## src/rtl/gpio_reg_master.sv

```systemverilog
// gpio_reg_master: register-bus initiator that turns valid/ready commands into
// single-cycle wr_en/rd_en strobes on the GPIO register bank's simple bus.
// Ports:
//   clk, rst_n                            - clock, async active-low reset
//   cmd_valid/cmd_ready/cmd_op/addr/data  - command port (00 rd, 01 wr, 10 set, 11 clr)
//   rsp_valid/rsp_ready/rsp_data/rsp_err  - response port, one response per command
//   bus_wr_en/bus_rd_en/bus_addr/bus_wr_data/bus_rd_data - register bus
// Latency: read/write respond 1 cycle after accept, RMW 2 cycles, errors at once.
// Backpressure: one command outstanding; cmd_ready is low until the response
// handshakes, and rsp_data/rsp_err hold while rsp_valid waits on rsp_ready.
// Build option: define GPIO_RMW_EN to build the set-bits/clear-bits RMW path;
// without it, ops 10/11 are rejected as error commands.

module gpio_reg_master #(
  parameter int ADDR_W = 4,
  parameter int DATA_W = 32
) (
  input  logic              clk,
  input  logic              rst_n,
  input  logic              cmd_valid,
  output logic              cmd_ready,
  input  logic [1:0]        cmd_op,
  input  logic [ADDR_W-1:0] cmd_addr,
  input  logic [DATA_W-1:0] cmd_data,
  output logic              rsp_valid,
  input  logic              rsp_ready,
  output logic [DATA_W-1:0] rsp_data,
  output logic              rsp_err,
  output logic              bus_wr_en,
  output logic              bus_rd_en,
  output logic [ADDR_W-1:0] bus_addr,
  output logic [DATA_W-1:0] bus_wr_data,
  input  logic [DATA_W-1:0] bus_rd_data
);

  localparam logic [2:0] S_IDLE   = 3'd0;
  localparam logic [2:0] S_WRITE  = 3'd1;
  localparam logic [2:0] S_READ   = 3'd2;
  localparam logic [2:0] S_RESP   = 3'd5;
`ifdef GPIO_RMW_EN
  localparam logic [2:0] S_RMW_RD = 3'd3;
  localparam logic [2:0] S_RMW_WR = 3'd4;
`endif

  localparam logic [1:0] OP_RD = 2'b00;
  localparam logic [1:0] OP_WR = 2'b01;

  localparam logic [ADDR_W-1:0] A_DATA = ADDR_W'(0);
  localparam logic [ADDR_W-1:0] A_DIR  = ADDR_W'(4);
  localparam logic [ADDR_W-1:0] A_IN   = ADDR_W'(8);

  logic [2:0]        state_q, state_d;
  logic [ADDR_W-1:0] bus_addr_q, bus_addr_d;
  logic [DATA_W-1:0] bus_wr_data_q, bus_wr_data_d;
  logic [DATA_W-1:0] rsp_data_q, rsp_data_d;
  logic              rsp_err_q, rsp_err_d;
`ifdef GPIO_RMW_EN
  // Mask and set/clear flavour are held across the read phase of an RMW.
  logic [DATA_W-1:0] mask_q, mask_d;
  logic              clr_q, clr_d;
  logic [DATA_W-1:0] rmw_new;
`endif

  logic addr_ok;
  logic cmd_err;

  always_comb begin
    addr_ok = (cmd_addr == A_DATA) || (cmd_addr == A_DIR) || (cmd_addr == A_IN);
    cmd_err = !addr_ok || ((cmd_op != OP_RD) && (cmd_addr == A_IN));
`ifndef GPIO_RMW_EN
    // Set/clear ops have no datapath in this build.
    cmd_err = cmd_err || cmd_op[1];
`endif
  end

`ifdef GPIO_RMW_EN
  always_comb begin
    rmw_new = clr_q ? (bus_rd_data & ~mask_q) : (bus_rd_data | mask_q);
  end
`endif

  always_comb begin
    state_d       = state_q;
    bus_addr_d    = bus_addr_q;
    bus_wr_data_d = bus_wr_data_q;
    rsp_data_d    = rsp_data_q;
    rsp_err_d     = rsp_err_q;
`ifdef GPIO_RMW_EN
    mask_d        = mask_q;
    clr_d         = clr_q;
`endif
    case (state_q)
      S_IDLE: begin
        if (cmd_valid) begin
          if (cmd_err) begin
            // Rejected: straight to response, bus outputs untouched.
            rsp_err_d  = 1'b1;
            rsp_data_d = '0;
            state_d    = S_RESP;
          end else begin
            rsp_err_d  = 1'b0;
            bus_addr_d = cmd_addr;
            case (cmd_op)
              OP_RD: state_d = S_READ;
              OP_WR: begin
                bus_wr_data_d = cmd_data;
                rsp_data_d    = cmd_data;
                state_d       = S_WRITE;
              end
              default: begin
`ifdef GPIO_RMW_EN
                mask_d  = cmd_data;
                clr_d   = cmd_op[0];
                state_d = S_RMW_RD;
`else
                state_d = S_RESP;
`endif
              end
            endcase
          end
        end
      end
      S_WRITE: state_d = S_RESP;
      S_READ: begin
        rsp_data_d = bus_rd_data;
        state_d    = S_RESP;
      end
`ifdef GPIO_RMW_EN
      S_RMW_RD: begin
        bus_wr_data_d = rmw_new;
        rsp_data_d    = rmw_new;
        state_d       = S_RMW_WR;
      end
      S_RMW_WR: state_d = S_RESP;
`endif
      S_RESP: begin
        if (rsp_ready) state_d = S_IDLE;
      end
      default: state_d = S_IDLE;
    endcase
  end

  always_ff @(posedge clk or negedge rst_n) begin
    if (!rst_n) begin
      state_q       <= S_IDLE;
      bus_addr_q    <= '0;
      bus_wr_data_q <= '0;
      rsp_data_q    <= '0;
      rsp_err_q     <= 1'b0;
`ifdef GPIO_RMW_EN
      mask_q        <= '0;
      clr_q         <= 1'b0;
`endif
    end else begin
      state_q       <= state_d;
      bus_addr_q    <= bus_addr_d;
      bus_wr_data_q <= bus_wr_data_d;
      rsp_data_q    <= rsp_data_d;
      rsp_err_q     <= rsp_err_d;
`ifdef GPIO_RMW_EN
      mask_q        <= mask_d;
      clr_q         <= clr_d;
`endif
    end
  end

  // Strobes decode directly from the state flop, so reset drops them at once
  // and the two can never be high together.
  assign cmd_ready   = (state_q == S_IDLE);
  assign rsp_valid   = (state_q == S_RESP);
`ifdef GPIO_RMW_EN
  assign bus_wr_en   = (state_q == S_WRITE) || (state_q == S_RMW_WR);
  assign bus_rd_en   = (state_q == S_READ)  || (state_q == S_RMW_RD);
`else
  assign bus_wr_en   = (state_q == S_WRITE);
  assign bus_rd_en   = (state_q == S_READ);
`endif
  assign bus_addr    = bus_addr_q;
  assign bus_wr_data = bus_wr_data_q;
  assign rsp_data    = rsp_data_q;
  assign rsp_err     = rsp_err_q;

endmodule
```

## config.mk

```make
export PLATFORM = sky130hd
export DESIGN_NAME = gpio_reg_master
export DESIGN_NICKNAME = d
export VERILOG_FILES = /design/src/rtl/gpio_reg_master.sv
export SDC_FILE = /design/constraint.sdc
export NUM_CORES = 1
export LEC_CHECK = 0
export ABC_AREA = 1
export CAP_MARGIN = 30
export CORE_MARGIN = 2
export CORE_UTILIZATION = 43
export CTS_CLUSTER_SIZE = 20
export DETAILED_ROUTE_END_ITERATION = 10
export HOLD_SLACK_MARGIN = 0.12
export PLACE_DENSITY = 0.8
export SKIP_CTS_REPAIR_TIMING = 1
export SYNTH_ARGS = -nofsm -noshare
export SYNTH_HDL_FRONTEND = slang
export SYNTH_SLANG_ARGS = --single-unit
```

## constraint.sdc

```tcl
create_clock -name clk -period 1.7 [get_ports clk]
set_input_delay 0.34 -clock clk [delete_from_list [all_inputs] [get_ports clk]]
set_output_delay 0.34 -clock clk [all_outputs]
set_load 0.02 [all_outputs]
```

# Yosys cells after proc, flatten, opt, wreduce, memory -nomap -nowiden
# Cells that the tools add are included.
# word_totals
reg_bits	72
latchBits	0
ramBits	0
rom_bits	0
inputBits	74
output_inout_bits	73
elab_cells	42
mem_count	0
# op_classes
addsub	0
n_mul	0
n_div	0
order_cmp	0
eq_ne	9
shift	0
mux	10
bitwise	1
n_reduce_logical	17
# ops
operator	n
32-bit two-way mux	3
32-bit one-hot mux with 2 select lines	1
3-bit two-way mux	3
3-bit one-hot mux with 3 select lines	1
3-bit one-hot mux with 2 select lines	1
3-bit AND reduction	2
4-bit by 3-bit equality test with 1-bit output (second input constant)	1
4-bit equality test (second input constant)	1
4-bit zero test	1
1-bit logical OR	4
2-bit AND reduction	2
4-bit AND reduction	1
2-bit nonzero test	2
3-bit by 1-bit equality test with 1-bit output (second input constant)	1
3-bit by 2-bit equality test with 1-bit output (second input constant)	1
3-bit equality test (second input constant)	1
3-bit zero test	1
3-bit by 1-bit inequality test with 1-bit output (second input constant)	1
2-bit by 1-bit equality test with 1-bit output (second input constant)	1
2-bit zero test	1
2-bit by 1-bit inequality test with 1-bit output (second input constant)	1
2-bit inequality test (second input constant)	1
2-bit OR reduction	1
1-bit logical AND	1
3 further kinds	3

# Logic depth before layout (Yosys ltp)
# logic_depth
depth_word	9
ltp_mapped	10
mapped_depth_nobuf	9

# Worst setup path before layout
# No wires, ideal clock.
# synth_path
path_type	register to register
start	register state_q[0]
end	register bus_wr_data_q[10] (netlist: bus_wr_data[10])
setup_time_ns	0.117
arrival_time_ns	1.273
required_ns	1.583
path_slack_ns	0.310
stages_incl_launch_ff	10
n_path_buf	1
synth_period_minus_slack_ns	1.390
path_cell_list	dfrtp_1 nor2_4 nand2_4 clkinv_4 nand2_2 nor2_4 nand2_1 buf_2 nand2_1 nand2_1
# synth_between
elab_chain_len	2
# synth_lines
element	line_no	source
start: declaration	52	logic [2:0] state_q, state_d;
start signal: assignment	155	state_q <= state_d;
3-bit zero test	--	
named net cmd_ready	21	output logic cmd_ready,
4-bit AND reduction (no source line)	--	
end signal: assignment	157	bus_wr_data_q <= bus_wr_data_d;
end: declaration	54	logic [DATA_W-1:0] bus_wr_data_q, bus_wr_data_d;
# The timed path passes the listed nets, and every way through them passes these cells.
# A chain may end at the register's enable or synchronous reset.

# Worst setup path after layout
# layout_path
start	register rsp_data_q[3] (netlist: rsp_data[3])
end	output rsp_data[3]
# layout_lines
element	line_no	source
start: declaration	55	logic [DATA_W-1:0] rsp_data_q, rsp_data_d;
start signal: assignment	158	rsp_data_q <= rsp_data_d;
end: declaration	27	output logic [DATA_W-1:0] rsp_data,
# No word-level cell between the ends.

==> impl_metrics.toml <==
[outcome]
status = "finished, final reports clean"

[synthesis]
yosys.area.top_type = "dfrtp_1"
yosys-top-cells-area = "dfrtp_1 (51%), nand2_1 (25%), nand3_2 (4.6%)"
synthMuxAreaShare_pct = 0
synth_compound_area_share_pct = 5.00
avgSynthCellArea_um2 = 7.87
synth_top_family_by_area = "simple AND/OR/NAND/NOR gates"
synthSimpleGateAreaFrac_pct = 36.9
syn_inst = 445
yosys.area_share.adder_pct = 0
synth_fp_nets = 519
yosysSeqAreaShare_pct = 51.4
synth_area_mm2 = 0.00350
yosysUniqueCellTypes = 22
synth_top_area_share_pct = 51.4
synth_warnings = 0
ys_ff_latch = 72
synthXorXnorAreaFrac_pct = 0

[power]
p_clk_share_pct = 25.5
p_total_w = 0.00606
switching_power_w = 0.00206
p_comb_share_pct = 38.1
pwr-share-seq_pct = 36.4
swShare_pct = 34.0
leakagePower_nw = 3.19
power_density_mw_per_mm2 = 1110
p_int_w = 0.00400
ir_drop_mv = 0.640

[layout]
num-nets-final = 675
layout-drive-gt1-share_pct = 12.0
stdcell_count = 708
num_antenna_cells = 0
syn2layout_area_growth_pct = 56.1
fillers = 624
final_core_util_pct = 70.0
mostFrequentLayoutCell = "nand2_1"
final_cell_mix = "nand2_1 (236), clkdlybuf4s50_1 (113), dfrtp_1 (72), o21ai_0 (32), dlymetal6s2s_1 (31)"

[sta]
relSlewSlack_pct = 74.1
layout_min_cycle_time_ps = 1660
fin_crit_sh_pct = 97.9
fin_skew_ps = 4.44
clock.fmax_mhz = 601
worst_pin_slew_ps = 388
maxSlewViolCount = 0
rsz0062_at_grt = "no"
setup_viol = 0
hold_violations = 0

[clock_network]
cts_root_buf = "clkbuf_8"
clock-sinks = 72
clk_latency_ps = 340
clock_path_buffers = 2
path_clk_slew_ps = 80
cts_max_level = 3
cts_tree = "yes"
cts_made_buffers = 9

[place]
hpwl_um = 7290
io_buffers = 146
gp_congestion = 0.811
place_inst = 691

[detailed_routing]
final_antenna_net_count = 0
drc = 0
drt-vias-per-instance = 4.93
wl_per_cell_um = 14.5
vias = 3487
drt-total-wl_um = 10300
drtIter0Drc = 151
dr.pass1.iters = 4

[die]
num_rows = 32
design.core.area_mm2 = 0.00781
die_area_mm2 = 0.00888
start_util_pct = 44.9
die_h_um = 94.2
fp.dieW_um = 94.2
io_pins = 147

[setup_path]
path_delay_family = "buffers and inverters"
path_cells = "clkdlybuf4s50_1"
worstPathArrival_ps = 1320
cp-end-kind = "output pin"
cp_num_buf_inv = 1
start_kind = "flip-flop"
critical_path_class = "reg -> out"
crit_slowest_cell = "clkdlybuf4s50_1"
critPathMaxStageDelay_ps = 610
cp_max_fo = 2
worstPathRequired_ps = 1360

[global_route]
grt_pass1_wl_um = 16300
grt_pass1_vias = 3388
use_met3_pct = 6.18
grt_util_all_layers_pct = 23.7
gr-usage-met1_pct = 29.4
grtUsageMet2_pct = 39.9
top_usage_layer = "met2"
grt_max_degree = 73
antenna_found_initial = 0
grt_overflow_total = 0

[worst_hold_path]
hp-class = "reg -> reg"

[flow_run]
drv_cap = 0
## area by class of cell
type                            instances  area (um^2)  area share (%)
Timing Repair Buffer                  170         1770            32.3
Sequential cell                        72         1800            33.0
Clock inverter                          5         78.8            1.44
Inverter                               16         65.1            1.19
Tap cell                              102          128            2.33
Clock buffer                           11          151            2.77
Multi-Input combinational cell        332         1470            27.0
## synthesized netlist by cell type, drive strengths merged
cell type  instances
nand2            243
dfrtp             72
nand3             36
o21ai             33
buf               18
nor2              16
inv               15
clkbuf             7
a21oi              2
and2               1
clkinv             1
nor3               1
## registers in the layout, summed over array words and instances, names as in the netlist
signal / cells
bus_addr: 4
state_q: 3
rsp_data: 32
bus_wr_data: 32
rsp_err: 1
## power groups by stage
stage	sequential [W]	combinational [W]	clock, W
2_1_floorplan	0.00257	0.000780	0
3_3_place_gp	0.00224	0.00231	0
3_5_place_dp	0.00224	0.00236	0
4_1_cts	0.00221	0.00236	0.00156
5_1_grt	0.00224	0.00248	0.00163
6_report	0.00221	0.00231	0.00155
## metrics by stage
stage / worst slack, ps / hold slack (ps) / area (um^2) / setup TNS [ps]
global route: 1.15 / 503 / 5470 / 0
floorplan: 310 / 44.4 / 3500 / 0
global placement: -208 / 380 / 5150 / -9230
detailed placement: -254 / 382 / 5150 / -12290
finish: 36.1 / 476 / 5470 / 0
CTS: -393 / 13.2 / 5380 / -1300
## metal layers
metal / wire length (um) / share of wire [%] / vias to the layer above
met3: 841 / 8.2 / 15
met1: 4270 / 42 / 1637
met5: 0 / 0 / -
li1: - / - / 1696
met2: 4990 / 49 / 139
met4: 156 / 1.5 / 0
## path summary, 6_finish.rpt
kind / slack, ps / depth (start not counted) / start / end
worst max-delay path: 40 / 1 / rsp_data[3]$_DFFE_PN0P_ / rsp_data[3]
worst min-delay path: 480 / 2 / bus_wr_data[4]$_DFFE_PN0P_ / bus_wr_data[4]$_DFFE_PN0P_
worst max register to register: 110 / 9 / state_q[0]$_DFFE_PN0P_ / bus_wr_data[2]$_DFFE_PN0P_
worst min register to register: 480 / 2 / bus_wr_data[4]$_DFFE_PN0P_ / bus_wr_data[4]$_DFFE_PN0P_
max in group asynchronous: 840 / 3 / rst_n / state_q[2]$_DFFE_PN0P_
min in group asynchronous: 540 / 3 / rst_n / rsp_data[8]$_DFFE_PN0P_
## worst register-to-register path: cells and delay by family (launching register included)
family	cells	cell delay, ps
simple gates	6	670
flops	1	410
buf+inv	3	450
## cells by family (layout without fill, tap and decap cells)
| logic type | count (synthesis) | in the layout |
|---|---|---|
| flip-flops | 72 | 72 |
| AO/OA/AOI/OAI | 35 | 35 |
| AND/OR/NAND/NOR | 297 | 297 |
| buffers and inverters | 41 | 202 |
(Power assumes the default switching activity.)
